File: config.mk
export PLATFORM = sky130hd
export DESIGN_NAME = mc_control
export DESIGN_NICKNAME = d
export VERILOG_FILES = /design/src/rtl/mc_pkg.sv /design/src/rtl/mc_decode.sv /design/src/rtl/mc_control.sv
export SDC_FILE = /design/constraint.sdc
export NUM_CORES = 1
export LEC_CHECK = 0
export BUFFER_PORTS_ARGS = -buffer_cell sky130_fd_sc_hd__buf_2
export CORE_ASPECT_RATIO = 0.8
export CORE_MARGIN = 5
export CORE_UTILIZATION = 55
export DETAILED_ROUTE_END_ITERATION = 8
export PLACE_DENSITY = 0.88
export SYNTH_ARGS = -nofsm -noshare
export SYNTH_HDL_FRONTEND = slang
export SYNTH_HIERARCHICAL = 1
export SYNTH_SLANG_ARGS = --single-unit
File: constraint.sdc
create_clock -name CLOCK_50 -period 3.65 [get_ports CLOCK_50]
set_clock_uncertainty 0.1 [all_clocks]
set_input_delay 0 -clock CLOCK_50 [delete_from_list [all_inputs] [get_ports CLOCK_50]]
set_output_delay 0 -clock CLOCK_50 [all_outputs]
set_load 0.1 [all_outputs]
File: src/rtl/mc_pkg.sv
// Shared encodings for the mc_control multi-cycle controller:
// state encoding, instruction fields, ALU operation codes and branch rules.
package mc_pkg;

  localparam int unsigned OP_W       = 6;
  localparam int unsigned FN_W       = 6;
  localparam int unsigned ALU_BASE_W = 4;
  localparam int unsigned WAIT_W     = 8;
  localparam int unsigned STATE_W    = 3;

  typedef enum logic [STATE_W-1:0] {
    ST_IDLE   = 3'd0,
    ST_FETCH  = 3'd1,
    ST_DECODE = 3'd2,
    ST_EXEC   = 3'd3,
    ST_MEM    = 3'd4,
    ST_WB     = 3'd5,
    ST_FAULT  = 3'd7
  } state_e;

  typedef enum logic [2:0] {
    CL_RTYPE,
    CL_IMM,
    CL_LW,
    CL_SW,
    CL_BRANCH,
    CL_J,
    CL_JR,
    CL_JAL
  } iclass_e;

  localparam logic [OP_W-1:0] OP_RTYPE = 6'b000000;
  localparam logic [OP_W-1:0] OP_J     = 6'b000010;
  localparam logic [OP_W-1:0] OP_JAL   = 6'b000011;
  localparam logic [OP_W-1:0] OP_BEQ   = 6'b000100;
  localparam logic [OP_W-1:0] OP_BNE   = 6'b000101;
  localparam logic [OP_W-1:0] OP_ADDI  = 6'b001000;
  localparam logic [OP_W-1:0] OP_ANDI  = 6'b001100;
  localparam logic [OP_W-1:0] OP_ORI   = 6'b001101;
  localparam logic [OP_W-1:0] OP_BGT   = 6'b001111;
  localparam logic [OP_W-1:0] OP_LW    = 6'b100011;
  localparam logic [OP_W-1:0] OP_BLE   = 6'b100101;
  localparam logic [OP_W-1:0] OP_BGE   = 6'b100110;
  localparam logic [OP_W-1:0] OP_SW    = 6'b101011;
  localparam logic [OP_W-1:0] OP_BLT   = 6'b110000;

  localparam logic [FN_W-1:0] FN_SLL  = 6'b000000;
  localparam logic [FN_W-1:0] FN_SRL  = 6'b000010;
  localparam logic [FN_W-1:0] FN_JR   = 6'b001001;
  localparam logic [FN_W-1:0] FN_ADD  = 6'b100000;
  localparam logic [FN_W-1:0] FN_ADDU = 6'b100001;
  localparam logic [FN_W-1:0] FN_SUB  = 6'b100010;
  localparam logic [FN_W-1:0] FN_SUBU = 6'b100011;
  localparam logic [FN_W-1:0] FN_AND  = 6'b100100;
  localparam logic [FN_W-1:0] FN_OR   = 6'b100101;
  localparam logic [FN_W-1:0] FN_XOR  = 6'b100110;
  localparam logic [FN_W-1:0] FN_NOR  = 6'b100111;
  localparam logic [FN_W-1:0] FN_SLT  = 6'b101010;

  localparam logic [ALU_BASE_W-1:0] ALU_AND  = 4'b0000;
  localparam logic [ALU_BASE_W-1:0] ALU_OR   = 4'b0001;
  localparam logic [ALU_BASE_W-1:0] ALU_ADD  = 4'b0010;
  localparam logic [ALU_BASE_W-1:0] ALU_SUB  = 4'b0011;
  localparam logic [ALU_BASE_W-1:0] ALU_NOR  = 4'b0100;
  localparam logic [ALU_BASE_W-1:0] ALU_XOR  = 4'b0101;
  localparam logic [ALU_BASE_W-1:0] ALU_SLT  = 4'b0110;
  localparam logic [ALU_BASE_W-1:0] ALU_SLL  = 4'b0111;
  localparam logic [ALU_BASE_W-1:0] ALU_SRL  = 4'b1000;
  localparam logic [ALU_BASE_W-1:0] ALU_SUBU = 4'b1001;
  localparam logic [ALU_BASE_W-1:0] ALU_ADDU = 4'b1011;

  // Branch condition from the ALU compare flags (zero: rs==rt, neg: rs<rt signed).
  function automatic logic branch_taken(input logic [OP_W-1:0] op, input logic zero,
                                        input logic neg);
    logic taken;
    taken = 1'b0;
    case (op)
      OP_BEQ:  taken = zero;
      OP_BNE:  taken = !zero;
      OP_BGT:  taken = !zero && !neg;
      OP_BLT:  taken = neg;
      OP_BLE:  taken = zero || neg;
      OP_BGE:  taken = !neg;
      default: taken = 1'b0;
    endcase
    return taken;
  endfunction

endpackage

File: src/rtl/mc_decode.sv
// Instruction decoder: maps the latched opcode/funct to an ALU code,
// an instruction class and a legal flag.
module mc_decode
  import mc_pkg::*;
(
  input  logic [OP_W-1:0]       opcode,
  input  logic [FN_W-1:0]       funct,
  output logic [ALU_BASE_W-1:0] aluop,
  output iclass_e               iclass,
  output logic                  legal
);

  always_comb begin
    aluop  = ALU_AND;
    iclass = CL_RTYPE;
    legal  = 1'b1;
    case (opcode)
      OP_RTYPE: begin
        case (funct)
          FN_ADD:  aluop = ALU_ADD;
          FN_ADDU: aluop = ALU_ADDU;
          FN_SUB:  aluop = ALU_SUB;
          FN_SUBU: aluop = ALU_SUBU;
          FN_AND:  aluop = ALU_AND;
          FN_OR:   aluop = ALU_OR;
          FN_XOR:  aluop = ALU_XOR;
          FN_NOR:  aluop = ALU_NOR;
          FN_SLT:  aluop = ALU_SLT;
          FN_SLL:  aluop = ALU_SLL;
          FN_SRL:  aluop = ALU_SRL;
          FN_JR:   iclass = CL_JR;
          default: legal = 1'b0;
        endcase
      end
      OP_ADDI: begin
        iclass = CL_IMM;
        aluop  = ALU_ADD;
      end
      OP_ANDI: begin
        iclass = CL_IMM;
        aluop  = ALU_AND;
      end
      OP_ORI: begin
        iclass = CL_IMM;
        aluop  = ALU_OR;
      end
      OP_LW: begin
        iclass = CL_LW;
        aluop  = ALU_ADD;
      end
      OP_SW: begin
        iclass = CL_SW;
        aluop  = ALU_ADD;
      end
      OP_BEQ, OP_BNE, OP_BGT, OP_BLT, OP_BLE, OP_BGE: begin
        iclass = CL_BRANCH;
        aluop  = ALU_SUB;
      end
      OP_J:    iclass = CL_J;
      OP_JAL:  iclass = CL_JAL;
      default: legal = 1'b0;
    endcase
  end

endmodule

File: src/rtl/mc_control.sv
// Multi-cycle processor control FSM: fetch/decode/exec/mem/writeback sequencing,
// memory wait timeout with sticky fault, and a retired-instruction counter.
module mc_control
  import mc_pkg::*;
#(
  parameter int unsigned ALUOP_W     = 4,
  parameter int unsigned MEM_TIMEOUT = 15,
  parameter int unsigned RET_W       = 16
) (
  input  logic               CLOCK_50,
  input  logic               Reset,
  input  logic               Run,
  input  logic [OP_W-1:0]    opcode,
  input  logic [FN_W-1:0]    funct,
  input  logic               mem_ready,
  input  logic               zero,
  input  logic               neg,
  output logic               pc_write,
  output logic               ir_write,
  output logic               Regwrite,
  output logic               Aluscr,
  output logic               MemWrite,
  output logic               MemRead,
  output logic               MemtoReg,
  output logic               rt_or_rd,
  output logic               jump,
  output logic               jal,
  output logic               jr,
  output logic [ALUOP_W-1:0] ALUOP,
  output logic [STATE_W-1:0] state,
  output logic               fault,
  output logic [RET_W-1:0]   retired
);

  state_e                  state_q, state_d;
  logic [OP_W-1:0]         op_q, op_d;
  logic [FN_W-1:0]         funct_q, funct_d;
  logic [WAIT_W-1:0]       wait_cnt_q, wait_cnt_d;
  logic [RET_W-1:0]        retired_q, retired_d;
  logic                    started_q, started_d;

  logic [ALU_BASE_W-1:0]   dec_aluop;
  iclass_e                 dec_class;
  logic                    dec_legal;
  logic                    wait_expired_c;
  state_e                  boundary_st_c;

  mc_decode u_decode (
    .opcode (op_q),
    .funct  (funct_q),
    .aluop  (dec_aluop),
    .iclass (dec_class),
    .legal  (dec_legal)
  );

  assign wait_expired_c = (wait_cnt_q == WAIT_W'(MEM_TIMEOUT - 1));
  // Run only matters where one instruction ends and the next would begin.
  assign boundary_st_c  = Run ? ST_FETCH : ST_IDLE;

  always_comb begin
    state_d    = state_q;
    op_d       = op_q;
    funct_d    = funct_q;
    wait_cnt_d = '0;
    retired_d  = retired_q;
    started_d  = 1'b1;
    pc_write   = 1'b0;
    ir_write   = 1'b0;
    Regwrite   = 1'b0;
    Aluscr     = 1'b0;
    MemWrite   = 1'b0;
    MemRead    = 1'b0;
    MemtoReg   = 1'b0;
    rt_or_rd   = 1'b0;
    jump       = 1'b0;
    jal        = 1'b0;
    jr         = 1'b0;
    ALUOP      = '0;

    case (state_q)
      // started_q holds off the first fetch until one full edge after reset release.
      ST_IDLE: if (Run && started_q) state_d = ST_FETCH;

      ST_FETCH: begin
        MemRead = 1'b1;
        if (mem_ready) begin
          ir_write = 1'b1;
          pc_write = 1'b1;
          op_d     = opcode;
          funct_d  = funct;
          state_d  = ST_DECODE;
        end else if (wait_expired_c) begin
          state_d = ST_FAULT;
        end else begin
          wait_cnt_d = wait_cnt_q + WAIT_W'(1);
        end
      end

      ST_DECODE: state_d = dec_legal ? ST_EXEC : ST_FAULT;

      ST_EXEC: begin
        ALUOP  = ALUOP_W'(dec_aluop);
        Aluscr = (dec_class == CL_IMM) || (dec_class == CL_LW) || (dec_class == CL_SW);
        case (dec_class)
          CL_RTYPE, CL_IMM: state_d = ST_WB;
          CL_LW, CL_SW:     state_d = ST_MEM;
          CL_BRANCH: begin
            pc_write  = branch_taken(op_q, zero, neg);
            retired_d = retired_q + RET_W'(1);
            state_d   = boundary_st_c;
          end
          CL_J: begin
            jump      = 1'b1;
            pc_write  = 1'b1;
            retired_d = retired_q + RET_W'(1);
            state_d   = boundary_st_c;
          end
          CL_JR: begin
            jr        = 1'b1;
            pc_write  = 1'b1;
            retired_d = retired_q + RET_W'(1);
            state_d   = boundary_st_c;
          end
          CL_JAL: begin
            jump     = 1'b1;
            jal      = 1'b1;
            pc_write = 1'b1;
            state_d  = ST_WB;
          end
          default: state_d = ST_FAULT;
        endcase
      end

      ST_MEM: begin
        MemWrite = (dec_class == CL_SW);
        MemRead  = (dec_class != CL_SW);
        if (mem_ready) begin
          if (dec_class == CL_SW) begin
            retired_d = retired_q + RET_W'(1);
            state_d   = boundary_st_c;
          end else begin
            state_d = ST_WB;
          end
        end else if (wait_expired_c) begin
          state_d = ST_FAULT;
        end else begin
          wait_cnt_d = wait_cnt_q + WAIT_W'(1);
        end
      end

      ST_WB: begin
        Regwrite  = 1'b1;
        rt_or_rd  = (dec_class == CL_RTYPE);
        MemtoReg  = (dec_class == CL_LW);
        jal       = (dec_class == CL_JAL);
        retired_d = retired_q + RET_W'(1);
        state_d   = boundary_st_c;
      end

      ST_FAULT: state_d = ST_FAULT;

      default: state_d = ST_FAULT;
    endcase
  end

  always_ff @(posedge CLOCK_50 or negedge Reset) begin
    if (!Reset) begin
      state_q    <= ST_IDLE;
      op_q       <= '0;
      funct_q    <= '0;
      wait_cnt_q <= '0;
      retired_q  <= '0;
      started_q  <= 1'b0;
    end else begin
      state_q    <= state_d;
      op_q       <= op_d;
      funct_q    <= funct_d;
      wait_cnt_q <= wait_cnt_d;
      retired_q  <= retired_d;
      started_q  <= started_d;
    end
  end

  assign state   = state_q;
  assign fault   = (state_q == ST_FAULT);
  assign retired = retired_q;

endmodule

## After elaboration in Yosys (flattened, before gate mapping)

Cells that the tools add are included.

| operators by class | value |
|---|---|
| add/subtract/negate cells | 2 |
| equality and inequality tests | 43 |
| mux-type cells | 40 |
| reductions and logical operators | 25 |

Operators by type and width:

| kind | count |
|---|---|
| $eq A6 B6 Y1 const B | 14 |
| $mux W16 | 3 |
| $pmux W16 S3 | 1 |
| $pmux W4 S10 | 1 |
| $eq A6 B4 Y1 const B | 5 |
| $mux W8 | 3 |
| $eq A3 B3 Y1 const B | 7 |
| $mux W3 | 7 |
| $pmux W3 S7 | 1 |
| $eq A6 B2 Y1 const B | 3 |
| $pmux W3 S6 | 1 |
| $add A16 B1 Y16 const B | 1 |
| $pmux W4 S4 | 1 |
| $reduce_or A3 Y1 | 5 |
| $mux W1 | 14 |
| $reduce_or A13 Y1 | 1 |
| $eq A3 B2 Y1 const B | 4 |
| $eq A6 B3 Y1 const B | 2 |
| $logic_not A6 Y1 | 2 |
| $reduce_or A12 Y1 | 1 |
| $pmux W1 S2 | 5 |
| $pmux W3 S3 | 1 |
| $add A8 B1 Y8 const B | 1 |
| $eq A8 B4 Y1 const B | 1 |
| other kinds (14) | 25 |

| storage, ports and cells | value |
|---|---|
| register bits after elaboration | 40 |
| input port bits | 18 |
| output and inout port bits | 35 |
| word-level logic and storage cells | 116 |

## Depth between registers and ports, before layout

| logic depth | value |
|---|---|
| depth after elaboration | 7 |
| mapped depth | 10 |
| depth with buffers taken out | 9 |

## By module

Netlist, hierarchy kept.

Modules (own cells, without submodules):

| module | instances | cells each | area each (um^2) | sequential area each (um^2) |
|---|---|---|---|---|
| mc_control | 1 | 200 | 2097.0 | 1001.0 |
| mc_decode | 1 | 74 | 480.5 | 0.0 |

## Least setup slack after synthesis

No wires, ideal clock.

| path | value |
|---|---|
| path type | reg-to-output |
| start point | reg state_q[2], in the netlist state[2] |
| end point | out rt_or_rd |
| data arrival time | 4.459 ns |
| data required time | 3.550 ns |
| path slack | -0.909 ns |
| cell stages (with the launch flop) | 5 |
| buffers on the path | 1 |
| cell sequence | dfrtp_1 > buf_4 > nor2b_1 > nand2_1 > nor4_1 |

| on the way | value |
|---|---|
| word-level cells in the longest chain between the ends | 2 |

Ends and longest elaborated chain:

| item | line | text |
|---|---|---|
| start, declared | mc_control.sv:35 | `state_e state_q, state_d;` |
| start signal, assigned | mc_control.sv:175 | `state_q <= state_d;` |
| $eq A3 B3 Y1 | mc_control.sv:80 | `case (state_q)` |
| $mux W1 | mc_control.sv:80 |  |
| end, declared | mc_control.sv:25 | `output logic rt_or_rd,` |

No other way between the ends.

## Worst setup path in the final report

| path | value |
|---|---|
| start point | reg op_q[5] |
| end point | out MemWrite |

| on the way | value |
|---|---|
| word-level cells in the longest chain between the ends | 5 |
| elaborated cells on any way between the ends | 19 |
| those cells by class | eq/ne: 14; mux: 2; reduce/logical: 3 |

Ends and longest elaborated chain:

| item | line | text |
|---|---|---|
| start, declared | mc_control.sv:36 | `logic [OP_W-1:0] op_q, op_d;` |
| start signal, assigned | mc_control.sv:176 | `op_q <= op_d;` |
| $eq A6 B3 Y1 (tied with other cells) | mc_decode.sv:17 | `case (opcode)` |
| $reduce_or A6 Y1 or $reduce_or A3 Y1 (tied branches) | n/a |  |
| $pmux W3 S7 * | mc_decode.sv:17 |  |
| named net dec_class[0] | mc_control.sv:43 | `iclass_e dec_class;` |
| $eq A3 B2 Y1 * | mc_control.sv:135 | `MemWrite = (dec_class == CL_SW);` |
| $mux W1 * | mc_control.sv:80 |  |
| end, declared | mc_control.sv:22 | `output logic MemWrite,` |

Mark *: on every way through the listed nets, which the timed path passes. The rest lies on a longest branch.

==> metrics.txt <==
setup TNS 0 ns; Register Area 1001 µm²; Total GRT Usage 0.2058; drt total wl 6.064 mm; Cells after DPL 370; cell accounting for the most synthesized area dfrtp_1; FILL cells 363; post-synth cell types 59; Starting Density 0.5641; DRC 0; root buffer cell clkbuf_8; die width 86.54 µm; global-route wire length before repair 10.11 mm; crit path launch type flip-flop; most frequent cell after synthesis dfrtp_1; Syn Nets 295; DP Wirelength 4.254 mm; ys flop type dfrtp_1; status completed; Placer Congestion 0.8812; Yosys reg bits 40; Final min period 3.199 ns; YS warnings 6; Min-Delay Path Class primary input to async pin; area share of the largest cell type after synthesis 0.3883; # port buffers 52; max_cap viols 0; Congestion Overflow GR 0; P_leak 1.439 nW; met2 GRT Util 0.3022; clk_lat worst skew 0.30 ns; initial antenna violation count 0; syn avg cell area 9.407 µm²; clock sinks 40; crit path DAT 3.10 ns; count of final hold-check violations 0; Peak VDD IR 218.4 µV; CP required 3.55 ns; DRT iter0 DRCs 168; final worst-path cycle share 0.8764; reg-to-reg critical path startpoint op_q[5]$_DFFE_PN0P_; Post-synth EDFFs 0; post-route insts no fill 393; sequential area share after synthesis 0.3883; net switching fraction of the power 0.2460; Die Area 6164 µm²; Die Y 71.23 µm; grt met3 use 0.04828; nets 353; Post-DRT Antenna Nets 0; P_int 0.6978 mW; CTS H-Tree Depth 2; RSZ-0062 raised after global routing no; sw power 0.2276 mW; Multi-input gate area 1478 µm²; Core Region 4569 µm²; ys async rst share 1.000; Synth Cell Area 2577 µm²; Top Usage Layer GRT met1; largest net degree at the start of global routing 41; drt pass-1 iters 4; most frequent cells after synthesis 40 x dfrtp_1, 27 x nor2_1, 16 x xnor2_1; Post-Synthesis Cells 274; via count 2235; Num CTS Buffers 5; worst-path fanout max 18; met1 Usage GRT 0.3041; Crit. End Element output port; Worst Path Class, Setup flip-flop to output port; Max Root-Sink Buffers 2; Slew HR 0.4133; Logic pwr share 0.095; Overall Power 0.9255 mW; sequential share of power 0.509; Reg clk slew, reported paths 0.08 ns; top achievable clock speed 0.3126 GHz; Crit. Startpoint op_q[5]$_DFFE_PN0P_; vias in the first global route 2094; Clock power frac 0.395; synth top area cells dfrtp_1 39%, xnor2_1 5.4%, mux2_2 4.8%, nor2_1 3.9%, nand3_1 2.7%; layout cells sized above 1 0.2763; CTS tree yes; area grow syn2layout 20.63%; Setup-failing EPs final 0; Slew @ Worst Pin 0.8800 ns; num ports 53; num rows 22; DR vias/cell 5.687; Max Slew Vio Count 0; wire length per cell 15.43 µm; pwr/cell area 297.6 nW/µm²; Antenna diodes 0
-- final cells by class --
type                       instances  share of cell area
clock buffer                       5             0.02213
clock inverter                     3             0.01368
inverter                           7            0.008451
multi-input combinational        210              0.4753
sequential                        40              0.3219
tap                               60             0.02414
timing repair buffer              68              0.1344
-- critical path, cell delays in order, from the launching register on --
cell and delay, ns:
dfrtp_1 0.57, nor2_1 0.33, o21bai_1 0.12, a21oi_1 0.59, nand2_1 0.28, or2_2 0.36, nor2_1 0.11, buf_2 0.43
-- logic make-up (layout without fill, tap and decap cells) --
logic type / count (synthesis) / after routing / share of synthesized area
compound gates: 45 / 45 / 0.1335
simple gates: 126 / 126 / 0.2840
buf+inv: 24 / 83 / 0.04660
fa+ha+maj: 3 / 3 / 0.01456
mux: 13 / 13 / 0.05680
flops: 40 / 40 / 0.3883
other cells: 1 / 1 / 0.001455
xor+xnor: 22 / 22 / 0.07476
-- cell usage in the layout, fill, tap and decap left out, types with 7 or more instances in the layout --
cell           count
mux2_2            11
inv_1              7
o21ai_0            7
buf_2             52
xnor2_1           16
dlygate4sd3_1     15
nor2_1            27
nand3_1           14
a21oi_1           12
nand2_1           15
and3_1             8
dfrtp_1           40
nor2b_1            7
-- flip-flops by register name, indices dropped and copies added, names as in the netlist --
signal      cells
retired        16
wait_cnt_q      8
funct_q         6
op_q            6
state           3
started_q       1
-- routing by layer --
layer	vias up	wire, µm
met4	0	47
met5	-	0
met3	6	443
met2	72	2691
li1	1086	-
met1	1071	2882
-- power groups by stage --
stage | sequential (mW) | combinational, mW | clock, mW
4_1_cts | 0.471 | 0.0878 | 0.372
3_3_place_gp | 0.479 | 0.0734 | 0
2_1_floorplan | 0.466 | 0.0618 | 0
5_1_grt | 0.474 | 0.0978 | 0.391
6_report | 0.471 | 0.0882 | 0.366
3_5_place_dp | 0.480 | 0.0750 | 0
-- through the flow --
stage	hold slack, ns	cell area [µm²]	utilization	setup WS, ns
floorplan	-0.3956	2599	-	0.1564
global placement	0.06278	2848	0.6232	0.8781
detailed placement	0.06689	2848	0.6232	0.7727
CTS	0.2835	3109	0.6804	0.4884
global route	0.3389	3109	0.6804	0.2596
finish	0.2571	3109	0.6804	0.4511
-- path summary, 6_finish.rpt --
| check | to | slack [ns] | cells after the start |
|---|---|---|---|
| worst max register to register | retired[1]$_DFFE_PN0P_ | 0.70 | 7 |
| worst max-delay path | MemWrite | 0.45 | 7 |
| worst min register to register | retired[14]$_DFFE_PN0P_ | 0.40 | 1 |
| max in group asynchronous | op_q[0]$_DFFE_PN0P_ | 2.65 | 2 |
| min in group CLOCK_50 | op_q[4]$_DFFE_PN0P_ | 0.34 | 4 |
| worst min-delay path | wait_cnt_q[0]$_DFF_PN0_ | 0.26 | 2 |
-- timing repair --
item	4_1_cts	5_1_grt
hold endpoints to repair	54	0
hold buffers	15	0
gates resized for setup	0	0
setup buffers	0	0
Note: power is estimated with default switching activity, not from simulation.
